File: src/rtl/layered_color_mapper.sv
// layered_color_mapper
// Resolves per-layer sprite hit flags to a colour from a writable palette,
// draws the gradient background where no layer hits, and runs the
// frame-synchronous end-of-game sequence: fade to a win/lose target colour,
// then a periodic black flash on the lost screen.
// Two-stage pipeline: stage 1 resolves the scene colour, stage 2 applies
// game state, fade level and flash.
// Optional feature macro: LAYERED_COLOR_MAPPER_FADE_EN
//   defined   : per-frame blend from scene to target over 2^FADE_LOG2 frames
//   undefined : no blend multipliers; the target colour applies immediately
//               on entry to WON/LOST
module layered_color_mapper #(
    parameter int NUM_LAYERS   = 4,
    parameter int FADE_LOG2    = 4,
    parameter int FLASH_FRAMES = 8,
    localparam int IDX_W       = (NUM_LAYERS > 1) ? $clog2(NUM_LAYERS) : 1
) (
    input  logic                  Clk,
    input  logic                  Reset,
    input  logic                  frame_start,
    input  logic [NUM_LAYERS-1:0] layer_hit,
    input  logic [9:0]            DrawX,
    input  logic [9:0]            DrawY,
    input  logic                  end_game_won,
    input  logic                  end_game_lost,
    input  logic                  pal_we,
    input  logic [IDX_W-1:0]      pal_idx,
    input  logic [23:0]           pal_data,
    output logic [7:0]            VGA_R,
    output logic [7:0]            VGA_G,
    output logic [7:0]            VGA_B,
    output logic [1:0]            game_state,
    output logic                  fade_done
);

    localparam int LVL_W = FADE_LOG2 + 1;
    localparam int CNT_W = (FLASH_FRAMES > 1) ? $clog2(FLASH_FRAMES) : 1;
    localparam logic [LVL_W-1:0] M_LVL = LVL_W'(2 ** FADE_LOG2);

`ifdef LAYERED_COLOR_MAPPER_FADE_EN
    // Fade starts from the untouched scene and walks toward the target.
    localparam logic [LVL_W-1:0] LVL_ON_ENTRY = '0;
`else
    // No blend hardware: jump straight to the fully faded level.
    localparam logic [LVL_W-1:0] LVL_ON_ENTRY = M_LVL;
`endif

    typedef enum logic [1:0] {
        ST_PLAY = 2'b00,
        ST_WON  = 2'b01,
        ST_LOST = 2'b10
    } state_t;

    genvar gi;

    // ------------------------------------------------------------------
    // Palette: one 24-bit register per layer, each with its own reset colour
    // ------------------------------------------------------------------
    logic [NUM_LAYERS*24-1:0] w_pal_flat;

    for (gi = 0; gi < NUM_LAYERS; gi++) begin : g_pal
        localparam logic [23:0] RST_VAL = (gi == 0) ? 24'hFF0000 :
                                          (gi == 1) ? 24'hFFFFFF :
                                          (gi == 2) ? 24'h00FF00 :
                                                      24'hFFFF00;
        logic [23:0] r_entry;

        // Entry update on a write strobe addressed to this layer
        always_ff @(posedge Clk) begin
            if (Reset) begin
                r_entry <= RST_VAL;
            end else if (pal_we && (int'(pal_idx) == gi)) begin
                r_entry <= pal_data;
            end
        end

        assign w_pal_flat[gi*24 +: 24] = r_entry;
    end

    // ------------------------------------------------------------------
    // Stage 1: priority resolve (lowest set bit wins) or gradient background
    // ------------------------------------------------------------------
    logic [7:0]  w_bg_b;
    logic [23:0] w_scene;
    logic [23:0] r_s1_rgb;
    logic [6:0]  r_s1_x7;

    assign w_bg_b = 8'h7F - {1'b0, DrawX[9:3]};

    // Walk from the lowest-priority layer up so the lowest index overrides
    always_comb begin
        w_scene = {8'h3F, 8'h00, w_bg_b};
        for (int i = NUM_LAYERS - 1; i >= 0; i--) begin
            if (layer_hit[i]) begin
                w_scene = w_pal_flat[i*24 +: 24];
            end
        end
    end

    // Stage-1 pipeline registers: scene colour and the column bits the
    // won-screen gradient needs one stage later
    always_ff @(posedge Clk) begin
        if (Reset) begin
            r_s1_rgb <= '0;
            r_s1_x7  <= '0;
        end else begin
            r_s1_rgb <= w_scene;
            r_s1_x7  <= DrawX[9:3];
        end
    end

    // ------------------------------------------------------------------
    // Game state machine: only moves on frame_start, WON beats LOST
    // ------------------------------------------------------------------
    state_t r_state;
    state_t w_state_next;
    logic   w_enter_end;

    // State register
    always_ff @(posedge Clk) begin
        if (Reset) begin
            r_state <= ST_PLAY;
        end else begin
            r_state <= w_state_next;
        end
    end

    // Next-state: end-game requests are looked at only on a frame boundary
    always_comb begin
        w_state_next = r_state;
        if ((r_state == ST_PLAY) && frame_start) begin
            if (end_game_won) begin
                w_state_next = ST_WON;
            end else if (end_game_lost) begin
                w_state_next = ST_LOST;
            end
        end
    end

    assign w_enter_end = (r_state == ST_PLAY) && (w_state_next != ST_PLAY);

    // ------------------------------------------------------------------
    // Fade level: cleared (or preset) on entry, +1 per later frame, saturating
    // ------------------------------------------------------------------
    logic [LVL_W-1:0] r_lvl;
    logic             w_fade_done;

    // Fade level counter
    always_ff @(posedge Clk) begin
        if (Reset) begin
            r_lvl <= '0;
        end else if (w_enter_end) begin
            r_lvl <= LVL_ON_ENTRY;
        end else if ((r_state != ST_PLAY) && frame_start && (r_lvl != M_LVL)) begin
            r_lvl <= r_lvl + LVL_W'(1);
        end
    end

    assign w_fade_done = (r_lvl == M_LVL);

    // ------------------------------------------------------------------
    // Lost-screen flash: toggles every FLASH_FRAMES frames once faded out
    // ------------------------------------------------------------------
    logic [CNT_W-1:0] r_flash_cnt;
    logic             r_flash_phase;

    // Flash counter and phase; held at zero until the lost fade completes
    always_ff @(posedge Clk) begin
        if (Reset || !((r_state == ST_LOST) && w_fade_done)) begin
            r_flash_cnt   <= '0;
            r_flash_phase <= 1'b0;
        end else if (frame_start) begin
            if (int'(r_flash_cnt) == FLASH_FRAMES - 1) begin
                r_flash_cnt   <= '0;
                r_flash_phase <= ~r_flash_phase;
            end else begin
                r_flash_cnt <= r_flash_cnt + CNT_W'(1);
            end
        end
    end

    // ------------------------------------------------------------------
    // Stage 2: target colour, blend, flash blanking
    // ------------------------------------------------------------------
    logic [7:0]  w_won_r;
    logic [23:0] w_target;
    logic [23:0] w_blend;
    logic [23:0] w_final;
    logic [23:0] r_vga_rgb;

    assign w_won_r = 8'h7F - {1'b0, r_s1_x7};

    // End-screen target colour for the current end state
    always_comb begin
        w_target = 24'hFF0000;
        if (r_state == ST_WON) begin
            w_target = {w_won_r, 8'hB0, 8'h8A};
        end
    end

`ifdef LAYERED_COLOR_MAPPER_FADE_EN
    localparam int MIX_W = 9 + FADE_LOG2;
    logic [LVL_W-1:0] w_lvl_inv;

    assign w_lvl_inv = M_LVL - r_lvl;

    // Per-channel linear blend; the weights sum to M so the shift normalises
    for (gi = 0; gi < 3; gi++) begin : g_blend
        logic [MIX_W-1:0] w_mix;
        assign w_mix = MIX_W'(r_s1_rgb[gi*8 +: 8]) * MIX_W'(w_lvl_inv)
                     + MIX_W'(w_target[gi*8 +: 8]) * MIX_W'(r_lvl);
        assign w_blend[gi*8 +: 8] = 8'(w_mix >> FADE_LOG2);
    end
`else
    assign w_blend = w_target;
`endif

    // Final colour select: scene in play, blended colour at game end,
    // black during the dark half of the lost flash
    always_comb begin
        w_final = (r_state == ST_PLAY) ? r_s1_rgb : w_blend;
        if (r_flash_phase) begin
            w_final = '0;
        end
    end

    // Stage-2 output register
    always_ff @(posedge Clk) begin
        if (Reset) begin
            r_vga_rgb <= '0;
        end else begin
            r_vga_rgb <= w_final;
        end
    end

    assign VGA_R      = r_vga_rgb[23:16];
    assign VGA_G      = r_vga_rgb[15:8];
    assign VGA_B      = r_vga_rgb[7:0];
    assign game_state = r_state;
    assign fade_done  = w_fade_done;

    // Row coordinate and sub-8-pixel column bits do not affect the colour
    logic w_unused_ok;
    assign w_unused_ok = &{1'b0, DrawY, DrawX[2:0]};

endmodule

File: config.mk
export PLATFORM = sky130hd
export DESIGN_NAME = layered_color_mapper
export DESIGN_NICKNAME = d
export VERILOG_FILES = /design/src/rtl/layered_color_mapper.sv
export SDC_FILE = /design/constraint.sdc
export NUM_CORES = 1
export LEC_CHECK = 0
export BUFFER_PORTS_ARGS = -buffer_cell sky130_fd_sc_hd__buf_2
export CORE_MARGIN = 3
export CORE_UTILIZATION = 43
export DETAILED_ROUTE_END_ITERATION = 6
export PLACE_DENSITY = 0.61
export SLEW_MARGIN = 20
export SYNTH_ARGS = -nofsm -noshare
export SYNTH_HDL_FRONTEND = slang
export SYNTH_SLANG_ARGS = --single-unit
File: constraint.sdc
create_clock -name Clk -period 2.8 [get_ports Clk]
set_clock_uncertainty 0.05 [all_clocks]
set_input_delay 0.14 -clock Clk [delete_from_list [all_inputs] [get_ports Clk]]
set_output_delay 0.14 -clock Clk [all_outputs]
set_load 0.02 [all_outputs]
==> flow_summary.ini <==
[clock_network]
clock_sinks = 162
worstSkewPairLatency_ps = 420
clock_tree.htree_level_count = 4
tritoncts = built
number_of_buffers_added_by_the_clock_tree_synthesis_step = 17
clock-root-buffer = sky130_fd_sc_hd__clkbuf_16
cts_max_path_buffers = 2
clkTransAtPathRegs_ps = 60

[timing]
max_clock_freq_mhz = 592
report.final.hold_viol_count = 0
fin_worst_hold_slack_ps = 65.5
setup_viol = 0
final_min_period_over_clock_period = 0.604
worstMarginPinSlew_ps = 992
rsz_0062_raised_after_global_routing = false
final.setup.tns_ps = 0
final_max_slew_viol_count = 0
worst_slew_margin_rel = 0.338
timing.final.crit_period_ps = 1690

[logic_synthesis]
synth_compound_area_frac = 0.188
post_synth_instance_area_mm2 = 0.00640
cell_type_with_the_largest_total_area_after_synthesis = sky130_fd_sc_hd__dfxtp_1
xor_xnor_fraction_of_synth_area = 0.00137
post_synth_mux_area_share = 0.00469
synth_seq_area_share = 0.507
synth_cell_types = 39
yosys.area_share.simple = 0.231
postSynth.topFlopCell = sky130_fd_sc_hd__dfxtp_1
yosys-top-cells-area = sky130_fd_sc_hd__dfxtp_1, sky130_fd_sc_hd__nand2_1, sky130_fd_sc_hd__a21oi_1
synth_edf_count = 0
synthesis.area_per_instance_um2 = 8.67
synth.ff_latch_count = 162
synth_top_area_share = 0.507
synth_adder_area_share = 0.00782
syn-instance-count = 738
synth_top_family_by_area = simple AND/OR/NAND/NOR gates
synthesis.nets = 798
synthArstFlopShare = 0
ys_warn_count = 0

[drt]
top_layer = met4
first_pass_iteration_count_of_the_detailed_router = 5
dr_wl_met3_um = 715
route.detailed.drc = 0
dr_total_vias = 5306
detail-route-antenna-nets = 0
vias_per_cell = 5.26
wl_met1_um = 7770
met2_wirelength_um = 7460
drt_iter0_markers = 294
avgRoutedWirePerCell_um = 16.0
final_wl_um = 16200

[finish]
final_layout_size_suffix_gt1_frac = 0.142
insertedDiodeCount = 0
fin_cells = 1009
finalNetCount = 876
final-seq-area_mm2 = 0.00324
most_common_library_cell_in_the_layout_ignoring_fill_and_taps = sky130_fd_sc_hd__dfxtp_1
final_design_area_no_fill_mm2 = 0.00771
layout.filler_cells = 1325
area_growth_from_synthesis_to_layout_pct = 20.6
layout.cells.most_common_list = sky130_fd_sc_hd__dfxtp_1, sky130_fd_sc_hd__nand2_1, sky130_fd_sc_hd__a21oi_1
multi_input_area_mm2 = 0.00278

[status]
run_status = finished clean

[floorplan]
floorplan.initialDensity = 0.450
die_area_mm2 = 0.0164
fp.dieH_um = 128
core_area_mm2 = 0.0142
placement_rows = 43
io_pins = 83
die_width_um = 128

[critical_path]
worstPathMaxFanout = 4
worst_ep_arrival_time_ps = 1500
critical_path.cell_chain = inv_1, ha_1, nand4bb_1, inv_1, buf_2
critPathSlowestCell = sky130_fd_sc_hd__dfxtp_1
end_kind = output pin
setup.worst_path.class = flop to output pin
worst_setup_path_startpoint = r_lvl[0]$_SDFFE_PP0P_
timing.critical_path.slowest_cell_delay_ps = 330
critPathRequiredTime_ps = 2610
crit-reg2reg-launch = r_lvl[0]$_SDFFE_PP0P_
start_kind = flop
path_common_cell = sky130_fd_sc_hd__inv_1

[global_route]
grt_start_max_net_pins = 68
first_global_vias = 5072
global_route_wire_length_before_repair_um = 26000
grt-ovfl-total = 0
gr-usage-all-layers = 0.203
grt_antenna_before_repair = 0

[placed_design]
place.detailed.hpwl_um = 9780
portBuffers = 69
placed_area_mm2 = 0.00684
gp_congestion = 0.766
placedCellCount = 944

[power_and_ir_drop]
peak_supply_drop_v = 0.000527
cellLeakagePower_nw = 3.18
p_per_area_mw_per_mm2 = 666

[run]
cap_viol_max_count = 0

[worst_hold_path]
hold_start = frame_start
holdCritPathClass = input pin to flop
==> path summary, 6_finish.rpt <==
path	endpoint	cells past startpoint	slack, ps
hold reg to reg	r_vga_rgb[10]$_SDFF_PP0_	1	370
setup reg to reg	r_lvl[2]$_SDFFE_PP0P_	6	1140
setup / recovery	fade_done	5	1110
hold / removal	game_state[1]$_SDFF_PP0_	3	70
==> metal layers <==
layer	up-vias	global-route usage
li1	2654	-
met1	2506	0.276
met2	128	0.320
met3	18	0.0400
met4	0	0.0787
met5	-	0
==> sequential cells by signal, indices dropped and copies added (netlist names) <==
signal,count
r_flash_cnt,3
r_flash_phase,1
r_s1_x7,7
game_state,2
r_s1_rgb,24
g_pal.r_entry,96
r_vga_rgb,24
r_lvl,5
==> logic make-up after synthesis <==
| family | Yosys count |
|---|---|
| xor+xnor | 1 |
| mux | 3 |
| flops | 162 |
| simple gates | 295 |
| fa+ha+maj | 4 |
| compound gates | 179 |
| buf+inv | 94 |
==> metrics by stage <==
step                power, mW  setup WS (ps)   util
floorplan                2.83           1230      -
global placement         2.99           1060  0.481
detailed placement       3.01           1060  0.481
CTS                      5.19           1090  0.543
global route             5.36            996  0.543
finish                   5.14           1110  0.543
==> Yosys cell counts, types with 2 or more instances <==
library cell               number
sky130_fd_sc_hd__or4_1          2
sky130_fd_sc_hd__clkbuf_1      28
sky130_fd_sc_hd__nand3_1        4
sky130_fd_sc_hd__and2_1        33
sky130_fd_sc_hd__mux2i_1        3
sky130_fd_sc_hd__buf_1          5
sky130_fd_sc_hd__nor3_1         2
sky130_fd_sc_hd__nor3b_1        6
sky130_fd_sc_hd__ha_1           4
sky130_fd_sc_hd__nor2_1        23
sky130_fd_sc_hd__nor2b_1       14
sky130_fd_sc_hd__o21ai_0       20
sky130_fd_sc_hd__o21a_1         7
sky130_fd_sc_hd__inv_1         36
sky130_fd_sc_hd__or3_1          2
sky130_fd_sc_hd__dfxtp_1      162
sky130_fd_sc_hd__a211o_1       36
sky130_fd_sc_hd__a221oi_1      20
sky130_fd_sc_hd__a21boi_0       7
sky130_fd_sc_hd__a221o_1       11
sky130_fd_sc_hd__a21oi_1       74
sky130_fd_sc_hd__a31oi_1        2
sky130_fd_sc_hd__nand2_1      154
sky130_fd_sc_hd__buf_2         23
sky130_fd_sc_hd__nand3b_1      39
sky130_fd_sc_hd__and2_0         8
==> timing repair <==
action                                 4_1_cts  5_1_grt
resized for setup                            0        0
endpoints found under the hold margin      105        0
setup buffers                                0        0
hold buffers                                33        0
==> power breakdown <==
group / switching [mW] / total (mW) / internal (mW)
clock: 0.885 / 2.14 / 1.26
combinational: 0.305 / 0.520 / 0.216
sequential: 0.0504 / 2.47 / 2.42
==> area by class of cell <==
type | count | share of cell area
clock buffers | 21 | 0.0597
clock inverters | 11 | 0.0114
inverters | 37 | 0.0180
multi-input cells | 482 | 0.360
flip-flops and latches | 162 | 0.420
well taps | 180 | 0.0292
repair buffers | 116 | 0.102
==> worst max-delay path, delay by kind of cell (launching register included) <==
family        cells  cell delay [ps]
fa+ha+maj         1              150
simple gates      1              190
buf+inv           3              420
flops             1              330
Power figures use the tool's default switching activity.
